<file path="src/rtl/spi_reg_master.sv">
// SPI mode-0 initiator: serialises {addr, data} frames MSB first and
// returns the MISO byte captured during the data byte as a response.
module spi_reg_master #(
    parameter int unsigned CLK_DIV  = 4,
    parameter int unsigned CS_SETUP = 2,
    parameter int unsigned CS_HOLD  = 2,
    parameter int unsigned CS_IDLE  = 2
) (
    input  logic       clk_i,
    input  logic       nrst_i,
    input  logic       req_valid_i,
    output logic       req_ready_o,
    input  logic [7:0] req_addr_i,
    input  logic [7:0] req_data_i,
    output logic       rsp_valid_o,
    output logic [7:0] rsp_data_o,
    output logic       busy_o,
    output logic       spi_clk_o,
    output logic       spi_mosi_o,
    output logic       spi_ncs_o,
    input  logic       spi_miso_i
);

    localparam int unsigned BYTE_W  = 8;
    localparam int unsigned FRAME_W = 2 * BYTE_W;
    localparam int unsigned BIT_W   = 5;

    // One phase counter serves divider, setup, hold and gap timing
    localparam int unsigned MAX_AB  = (CLK_DIV > CS_SETUP) ? CLK_DIV : CS_SETUP;
    localparam int unsigned MAX_CD  = (CS_HOLD > CS_IDLE) ? CS_HOLD : CS_IDLE;
    localparam int unsigned CNT_MAX = (MAX_AB > MAX_CD) ? MAX_AB : MAX_CD;
    localparam int unsigned CNT_W   = (CNT_MAX > 1) ? $clog2(CNT_MAX) : 1;

    localparam logic [CNT_W-1:0] DIV_LAST   = CNT_W'(CLK_DIV - 1);
    localparam logic [CNT_W-1:0] SETUP_LAST = CNT_W'(CS_SETUP - 1);
    localparam logic [CNT_W-1:0] HOLD_LAST  = CNT_W'(CS_HOLD - 1);
    localparam logic [CNT_W-1:0] GAP_LAST   = CNT_W'(CS_IDLE - 1);
    localparam logic [BIT_W-1:0] LAST_BIT   = BIT_W'(FRAME_W - 1);
    localparam logic [BIT_W-1:0] DATA_FIRST = BIT_W'(BYTE_W);

    typedef enum logic [2:0] {
        ST_IDLE  = 3'd0,
        ST_SETUP = 3'd1,
        ST_SHIFT = 3'd2,
        ST_HOLD  = 3'd3,
        ST_GAP   = 3'd4
    } state_e;

    state_e               state_q, state_d;
    logic [CNT_W-1:0]     cnt_q, cnt_d;
    logic [BIT_W-1:0]     bit_q, bit_d;
    logic [FRAME_W-1:0]   tx_q, tx_d;
    logic [BYTE_W-1:0]    rx_q, rx_d;
    logic                 sclk_q, sclk_d;
    logic                 mosi_q, mosi_d;
    logic                 ncs_q, ncs_d;
    logic                 ready_q, ready_d;
    logic                 busy_q, busy_d;
    logic                 rsp_valid_q, rsp_valid_d;
    logic [BYTE_W-1:0]    rsp_data_q, rsp_data_d;

    // State and output registers; reset abandons any frame in flight
    always_ff @(posedge clk_i or negedge nrst_i) begin
        if (!nrst_i) begin
            state_q     <= ST_IDLE;
            cnt_q       <= '0;
            bit_q       <= '0;
            tx_q        <= '0;
            rx_q        <= '0;
            sclk_q      <= 1'b0;
            mosi_q      <= 1'b0;
            ncs_q       <= 1'b1;
            ready_q     <= 1'b1;
            busy_q      <= 1'b0;
            rsp_valid_q <= 1'b0;
            rsp_data_q  <= '0;
        end else begin
            state_q     <= state_d;
            cnt_q       <= cnt_d;
            bit_q       <= bit_d;
            tx_q        <= tx_d;
            rx_q        <= rx_d;
            sclk_q      <= sclk_d;
            mosi_q      <= mosi_d;
            ncs_q       <= ncs_d;
            ready_q     <= ready_d;
            busy_q      <= busy_d;
            rsp_valid_q <= rsp_valid_d;
            rsp_data_q  <= rsp_data_d;
        end
    end

    // Next-state and next-output logic for the frame sequencer
    always_comb begin
        state_d     = state_q;
        cnt_d       = cnt_q;
        bit_d       = bit_q;
        tx_d        = tx_q;
        rx_d        = rx_q;
        sclk_d      = sclk_q;
        mosi_d      = mosi_q;
        ncs_d       = ncs_q;
        ready_d     = ready_q;
        busy_d      = busy_q;
        rsp_valid_d = 1'b0;
        rsp_data_d  = rsp_data_q;

        unique case (state_q)
            ST_IDLE: begin
                if (req_valid_i && ready_q) begin
                    state_d = ST_SETUP;
                    cnt_d   = '0;
                    bit_d   = '0;
                    tx_d    = {req_addr_i, req_data_i};
                    rx_d    = '0;
                    ncs_d   = 1'b0;
                    mosi_d  = req_addr_i[BYTE_W-1];
                    ready_d = 1'b0;
                    busy_d  = 1'b1;
                end
            end

            ST_SETUP: begin
                if (cnt_q == SETUP_LAST) begin
                    state_d = ST_SHIFT;
                    cnt_d   = '0;
                end else begin
                    cnt_d = cnt_q + CNT_W'(1);
                end
            end

            ST_SHIFT: begin
                if (cnt_q != DIV_LAST) begin
                    cnt_d = cnt_q + CNT_W'(1);
                end else begin
                    cnt_d = '0;
                    if (!sclk_q) begin
                        // Rising SCLK: slave data is stable, keep only the data byte
                        sclk_d = 1'b1;
                        if (bit_q >= DATA_FIRST) begin
                            rx_d = {rx_q[BYTE_W-2:0], spi_miso_i};
                        end
                    end else begin
                        // Falling SCLK: advance MOSI or close the frame
                        sclk_d = 1'b0;
                        if (bit_q == LAST_BIT) begin
                            state_d = ST_HOLD;
                            mosi_d  = 1'b0;
                        end else begin
                            bit_d  = bit_q + BIT_W'(1);
                            tx_d   = {tx_q[FRAME_W-2:0], 1'b0};
                            mosi_d = tx_q[FRAME_W-2];
                        end
                    end
                end
            end

            ST_HOLD: begin
                if (cnt_q == HOLD_LAST) begin
                    state_d     = ST_GAP;
                    cnt_d       = '0;
                    ncs_d       = 1'b1;
                    rsp_valid_d = 1'b1;
                    rsp_data_d  = rx_q;
                end else begin
                    cnt_d = cnt_q + CNT_W'(1);
                end
            end

            ST_GAP: begin
                if (cnt_q == GAP_LAST) begin
                    state_d = ST_IDLE;
                    cnt_d   = '0;
                    bit_d   = '0;
                    ready_d = 1'b1;
                    busy_d  = 1'b0;
                end else begin
                    cnt_d = cnt_q + CNT_W'(1);
                end
            end

            default: begin
                state_d = ST_IDLE;
                cnt_d   = '0;
                bit_d   = '0;
                sclk_d  = 1'b0;
                mosi_d  = 1'b0;
                ncs_d   = 1'b1;
                ready_d = 1'b1;
                busy_d  = 1'b0;
            end
        endcase
    end

    assign req_ready_o = ready_q;
    assign rsp_valid_o = rsp_valid_q;
    assign rsp_data_o  = rsp_data_q;
    assign busy_o      = busy_q;
    assign spi_clk_o   = sclk_q;
    assign spi_mosi_o  = mosi_q;
    assign spi_ncs_o   = ncs_q;

endmodule

</file>
<file path="config.mk">
export PLATFORM = sky130hd
export DESIGN_NAME = spi_reg_master
export DESIGN_NICKNAME = d
export VERILOG_FILES = /design/src/rtl/spi_reg_master.sv
export SDC_FILE = /design/constraint.sdc
export NUM_CORES = 1
export LEC_CHECK = 0
export BUFFER_PORTS_ARGS = -buffer_cell sky130_fd_sc_hd__buf_2
export CORE_MARGIN = 8
export CORE_UTILIZATION = 45
export DETAILED_ROUTE_END_ITERATION = 10
export PLACE_DENSITY = 0.68
export SYNTH_ARGS = -nofsm -noshare
export SYNTH_HDL_FRONTEND = slang
export SYNTH_SLANG_ARGS = --single-unit
</file>
<file path="constraint.sdc">
create_clock -name clk_i -period 2.2 [get_ports clk_i]
set_input_delay 0.44 -clock clk_i [delete_from_list [all_inputs] [get_ports clk_i]]
set_output_delay 0.44 -clock clk_i [all_outputs]
set_load 0.005 [all_outputs]
</file>
==> results of run 1 <==
[registers in the layout, summed over array words and instances, names as in the netlist]
name / cells
tx_q: 15
rsp_data_o: 8
rx_q: 8
bit_q: 5
state_q: 3
cnt_q: 2
busy_o: 1
req_ready_o: 1
rsp_valid_o: 1
spi_clk_o: 1
spi_mosi_o: 1
spi_ncs_o: 1
[worst max-delay path by stage]
stage / end / slack [ps] / cells after the start
3_5_place_dp: bit_q[0]$_DFFE_PN0P_ / 240 / 7
4_1_cts: bit_q[0]$_DFFE_PN0P_ / 230 / 7
2_1_floorplan: tx_q[1]$_DFFE_PN0P_ / 330 / 8
5_1_grt: bit_q[0]$_DFFE_PN0P_ / 90 / 7
3_3_place_gp: tx_q[11]$_DFFE_PN0P_ / 310 / 8
6_report: bit_q[0]$_DFFE_PN0P_ / 220 / 7
[synthesized netlist by cell type (3+ instances only)]
cell type,number,share of area
sky130_fd_sc_hd__nor2_1,5,0.0078
sky130_fd_sc_hd__a21oi_1,6,0.012
sky130_fd_sc_hd__mux2_4,9,0.056
sky130_fd_sc_hd__inv_1,18,0.028
sky130_fd_sc_hd__o21ai_0,13,0.027
sky130_fd_sc_hd__buf_2,5,0.010
sky130_fd_sc_hd__nand2b_1,3,0.0078
sky130_fd_sc_hd__nand3b_1,5,0.016
sky130_fd_sc_hd__nand3_1,10,0.021
sky130_fd_sc_hd__a22oi_1,3,0.0094
sky130_fd_sc_hd__clkbuf_1,4,0.0062
sky130_fd_sc_hd__nand2_1,52,0.081
sky130_fd_sc_hd__ha_1,7,0.036
sky130_fd_sc_hd__mux2_2,16,0.075
sky130_fd_sc_hd__dfrtp_1,45,0.47
[power breakdown]
group / leakage, uW / internal, uW / switching, uW
clock: 0.0000412 / 222 / 285
sequential: 0.000555 / 863 / 0
combinational: 0.000719 / 19.2 / 29.2
[cell type report]
| class | instances | area (sq um) | share of cell area |
|---|---|---|---|
| Sequential cell | 47 | 1179 | 0.4290 |
| Multi-Input combinational cell | 160 | 1099 | 0.3998 |
| Timing Repair Buffer | 40 | 230.2 | 0.08379 |
| Tap cell | 70 | 87.58 | 0.03188 |
| Clock buffer | 6 | 72.57 | 0.02641 |
| Inverter | 18 | 67.56 | 0.02459 |
| Clock inverter | 2 | 12.51 | 0.004554 |
[cells by family after synthesis]
family,Yosys count
and+or+nand+nor,90
DFF,47
AOI/OAI and AO/OA,36
buffers and inverters,29
muxes,26
adders and majority gates,7
xor gates and xnor gates,1
[routing by layer]
| metal | up-vias | track usage | wire (um) |
|---|---|---|---|
| met5 | - | 0 | 0 |
| met2 | 29 | 0.2175 | 2214 |
| li1 | 867 | - | - |
| met3 | 5 | 0.03125 | 193 |
| met4 | 0 | 0.04532 | 50 |
| met1 | 850 | 0.1702 | 2398 |
[stage by stage]
step | total power, uW | std cells | area (sq um)
floorplan | 892.7 | 236 | 2407
global placement | 929.8 | 335 | 2663
detailed placement | 930.3 | 335 | 2663
CTS | 1439 | 343 | 2748
global route | 1478 | 343 | 2748
finish | 1419 | 343 | 2748
==> results.sh, run 1 <==
export IMPL_clock_path_buffers=2
export IMPL_critical_path_arrival_ps=2160
export IMPL_critical_path_endpoint_type="flip-flop"
export IMPL_syn_area_sq_mm=0.002407
export IMPL_post_synth_edffs=0
export IMPL_num_io_pins=34
export IMPL_drt_iter0_drc=58
export IMPL_synth_compound_area_frac=0.09771
export IMPL_first_pass_grt_wire_length_um=8259
export IMPL_detail_route_vias_per_cell=5.105
export IMPL_hold_violations=0
export IMPL_detailed_place_hpwl_um=3398
export IMPL_critical_path_max_stage_delay_ps=420
export IMPL_final_max_slew_viol_count=0
export IMPL_commonest_register_cell_after_synthesis="sky130_fd_sc_hd__dfrtp_1"
export IMPL_worst_setup_path_startpoint="bit_q[1]$_DFFE_PN0P_"
export IMPL_synth_simple_gate_area_share=0.1835
export IMPL_post_synth_fa_ha_maj_area_fraction=0.03638
export IMPL_achievable_frequency_mhz=504.9
export IMPL_clkSinkCount=47
export IMPL_final_core_util=0.5346
export IMPL_areaGrowthSynthToFinish_pct=14.14
export IMPL_most_common_library_cell_in_the_layout_ignoring_fill_and_taps="sky130_fd_sc_hd__nand2_1"
export IMPL_postRouteAntennaNets=0
export IMPL_hold_ws_ps=214.2
export IMPL_routed_via_count=1751
export IMPL_fp_dieArea_sq_mm=0.007946
export IMPL_post_route_worst_setup_slack_ps=219.3
export IMPL_synthDistinctLibCells=44
export IMPL_cts_reportedPaths_clkPinSlew_ps=80
export IMPL_wl_final_um=4856
export IMPL_synth_yosys_seq_area_share=0.4896
export IMPL_timing_critical_path_slowest_stage_cell="sky130_fd_sc_hd__dfrtp_1"
export IMPL_synth_area_per_cell_sq_um=10.20
export IMPL_max_slew_margin_rel=0.5981
export IMPL_ff2ff_path_depth=7
export IMPL_cts_buffers=5
export IMPL_die_x_um=89.14
export IMPL_clock_tree_root_cell="sky130_fd_sc_hd__clkbuf_8"
export IMPL_std_cell_rows=26
export IMPL_cts_resized=0
export IMPL_timing_critical_path_fanout_max=5
export IMPL_critical_path_startpoint_type="flip-flop"
export IMPL_finalWorstPathRequiredPeriod_ps=1981
export IMPL_timing_final_setup_violations=0
export IMPL_hold_path_class="in2async"
export IMPL_max_vdd_ir_drop_mv=0.3477
export IMPL_grt_util_all_layers=0.1338
export IMPL_worstReg2RegEnd="bit_q[0]$_DFFE_PN0P_"
export IMPL_mapped_cells=236
export IMPL_tritoncts="done"
export IMPL_clock_skew_ps=6.668
export IMPL_drive_gt1_frac=0.2930
export IMPL_setup_reg_to_reg_worst_slack_ps=220
export IMPL_io_buffers=33
export IMPL_final_min_period_over_clock_period=0.9003
export IMPL_synth_yosys_warnings=0
export IMPL_routedWlPerCell_um=14.16
export IMPL_cp_top_family="adder cells"
export IMPL_leakagePower_uw=0.001316
export IMPL_first_pass_iters=4
export IMPL_number_of_global_route_vias_before_repair=1823
export IMPL_rsz_0062_raised_after_global_routing="false"
export IMPL_rr_startpoint="bit_q[1]$_DFFE_PN0P_"
export IMPL_synth_seq_cells=47
export IMPL_replace_congestion=0.7773
export IMPL_synthesis_nets=263
export IMPL_worst_skew_pair_late_latency_ps=300
export IMPL_setup_tns_ps=0
export IMPL_drc_viols=0
export IMPL_place_worst_setup_slack_ps=238.9
export IMPL_worst_path_buf_inv=0
export IMPL_die_h_um=89.14
export IMPL_synth_xor_area_frac=0.003638
export IMPL_largest_net_degree_at_the_start_of_global_routing=48
export IMPL_critical_path_class="reg2reg"
export IMPL_cp_common_cell="sky130_fd_sc_hd__ha_1"
export IMPL_antennaDiodeCount=0
export IMPL_dominant_combinational_cell_family_by_area_after_synthesis="simple AND/OR/NAND/NOR gates"
export IMPL_tightest_slew_ps=602.8
export IMPL_crit_chain="ha_1, and3_1, ha_1, a21oi_1, o21ai_0, nand3b_1, mux2_2"
export IMPL_mostFrequentLayoutCells="sky130_fd_sc_hd__nand2_1 (52), sky130_fd_sc_hd__dfrtp_1 (45), sky130_fd_sc_hd__buf_2 (33), sky130_fd_sc_hd__inv_1 (18), sky130_fd_sc_hd__mux2_2 (16)"
export IMPL_grt_overflow=0
export IMPL_cts_hold_buf=0
export IMPL_multiplexer_share_of_the_synthesized_area=0.1351
export IMPL_post_cts_setup_buffers=0
export IMPL_power_density_mw_per_mm2=516.4
export IMPL_finalNetCount=299
export IMPL_initial_utilization=0.4684
export IMPL_asyncSetResetFlopFracSynth=1.000
export IMPL_nFillCells=510
export IMPL_required_ps=2380
export IMPL_cts_htree_levels=2
export IMPL_run_status="finished clean"
export IMPL_max_cap_viol_count=0
export IMPL_core_box_area_sq_mm=0.005140
export IMPL_grt_antenna_before_repair=0
(Power assumes the default switching activity.)
==> run 2, diff against run 1 <==
- REMOVE_ABC_BUFFERS: not set -> 1
==> results.sh, run 2 (synthesis results as in run 1) <==
export IMPL_setup_reg_to_reg_worst_slack_ps=190
export IMPL_timing_final_setup_violations=0
export IMPL_antennaDiodeCount=0
export IMPL_die_x_um=89.14
export IMPL_wl_final_um=4783
export IMPL_run_status="finished clean"
export IMPL_worst_path_buf_inv=1
export IMPL_power_density_mw_per_mm2=559.6
export IMPL_drc_viols=0
export IMPL_fp_dieArea_sq_mm=0.007946
export IMPL_tightest_slew_ps=577.8
export IMPL_timing_critical_path_slowest_stage_cell="sky130_fd_sc_hd__dfrtp_1"
export IMPL_tritoncts="done"
export IMPL_post_cts_setup_buffers=0
export IMPL_max_slew_margin_rel=0.6148
export IMPL_met2WireLength_um=2190
export IMPL_routed_wl_met3_um=250
export IMPL_die_h_um=89.14
export IMPL_finalNetCount=301
export IMPL_detail_route_vias_per_cell=5.055
export IMPL_topRoutingLayerUsed="met4"
export IMPL_final_max_slew_viol_count=0
export IMPL_critical_path_class="reg2reg"
export IMPL_timing_critical_path_fanout_max=9
export IMPL_required_ps=2390
export IMPL_num_io_pins=34
export IMPL_initial_utilization=0.4684
export IMPL_clock_path_buffers=2
export IMPL_drt_met1_wl_um=2287
export IMPL_max_ffs_per_register=15
export IMPL_routedWlPerCell_um=13.86
export IMPL_postRouteAntennaNets=0
export IMPL_mostFrequentLayoutCells="sky130_fd_sc_hd__nand2_1 (52), sky130_fd_sc_hd__dfrtp_1 (45), sky130_fd_sc_hd__buf_2 (33), sky130_fd_sc_hd__inv_1 (18), sky130_fd_sc_hd__mux2_2 (16)"
export IMPL_max_cap_viol_count=0
export IMPL_critical_path_max_stage_delay_ps=420
export IMPL_first_pass_grt_wire_length_um=8155
export IMPL_grt_util_all_layers=0.1311
export IMPL_cts_resized=0
export IMPL_most_common_library_cell_in_the_layout_ignoring_fill_and_taps="sky130_fd_sc_hd__nand2_1"
export IMPL_nFillCells=488
export IMPL_crit_chain="ha_1, and3_1, ha_1, nand2_1, o21ai_2, nor2_4, buf_12, mux2_4"
export IMPL_critical_path_startpoint_type="flip-flop"
export IMPL_cts_reportedPaths_clkPinSlew_ps=90
export IMPL_core_box_area_sq_mm=0.005140
export IMPL_grt_antenna_before_repair=0
export IMPL_rsz_0062_raised_after_global_routing="false"
export IMPL_final_core_util=0.5436
export IMPL_drt_iter0_drc=66
export IMPL_hold_path_class="in2async"
export IMPL_hold_ws_ps=198.7
export IMPL_critical_path_endpoint_type="flip-flop"
export IMPL_number_of_global_route_vias_before_repair=1755
export IMPL_cts_hold_buf=0
export IMPL_regArea_sq_mm=0.001179
export IMPL_std_cell_rows=26
export IMPL_replace_congestion=0.8099
export IMPL_final_min_period_over_clock_period=0.9136
export IMPL_leakagePower_uw=0.001344
export IMPL_hold_violations=0
export IMPL_achievable_frequency_mhz=497.5
export IMPL_first_pass_iters=4
export IMPL_cp_common_cell="sky130_fd_sc_hd__ha_1"
export IMPL_finalWorstPathRequiredPeriod_ps=2010
export IMPL_clock_skew_ps=4.209
export IMPL_cts_buffers=5
export IMPL_clock_tree_root_cell="sky130_fd_sc_hd__clkbuf_8"
export IMPL_critical_path_arrival_ps=2200
export IMPL_routed_via_count=1744
export IMPL_cts_htree_levels=2
export IMPL_cp_top_family="simple AND/OR/NAND/NOR gates"
export IMPL_worst_skew_pair_late_latency_ps=300
export IMPL_io_buffers=33
export IMPL_grt_overflow=0
export IMPL_areaGrowthSynthToFinish_pct=16.06
export IMPL_detailed_place_hpwl_um=3338
export IMPL_multi_input_comb_area_sq_mm=0.001099
export IMPL_max_vdd_ir_drop_mv=0.4149
export IMPL_power_total_uw=1564
export IMPL_max_flop_register="tx_q"
export IMPL_largest_net_degree_at_the_start_of_global_routing=48
export IMPL_setup_tns_ps=0
export IMPL_drive_gt1_frac=0.3018
export IMPL_clkSinkCount=47
## run 2: final cells by class
type | instances | share of cell area
clock inverter | 3 | 0.01702
tap | 70 | 0.03135
clock buffer | 5 | 0.02463
timing repair buffer | 42 | 0.08777
sequential | 47 | 0.4219
inverter | 18 | 0.02418
multi-input combinational | 160 | 0.3932
## run 2: layer usage
| layer | GRT usage | up-vias |
|---|---|---|
| met2 | 0.2047 | 27 |
| met4 | 0.04079 | 0 |
| met5 | 0 | - |
| li1 | - | 876 |
| met3 | 0.03860 | 6 |
| met1 | 0.1700 | 835 |
## run 2: final timing paths
path                                              to                      start  depth (start not counted)
setup / recovery                 tx_q[2]$_DFFE_PN0P_       bit_q[1]$_DFFE_PN0P_                          8
max in group asynchronous    req_ready_o$_DFFE_PN1P_                     nrst_i                          2
hold / removal                    busy_o$_DFFE_PN0P_                     nrst_i                          2
setup reg to reg                 tx_q[2]$_DFFE_PN0P_       bit_q[1]$_DFFE_PN0P_                          8
min in group clk_i               rx_q[0]$_DFFE_PN0P_                 spi_miso_i                          3
hold reg to reg            rsp_data_o[6]$_DFFE_PN0P_  rsp_data_o[6]$_DFFE_PN0P_                          1
## run 2: power breakdown
| group | internal, uW | switching [uW] |
|---|---|---|
| registers | 863 | 0 |
| clock network | 345 | 307 |
| logic | 19.3 | 29.5 |
## run 2: stage by stage
step / setup slack [ps] / cell area [sq um] / instances
5_1_grt: 69.07 / 2794 / 345
6_report: 190.1 / 2794 / 345
3_3_place_gp: 222.6 / 2678 / 337
2_1_floorplan: 231.9 / 2345 / 225
3_5_place_dp: 199.7 / 2678 / 337
4_1_cts: 184.2 / 2794 / 345
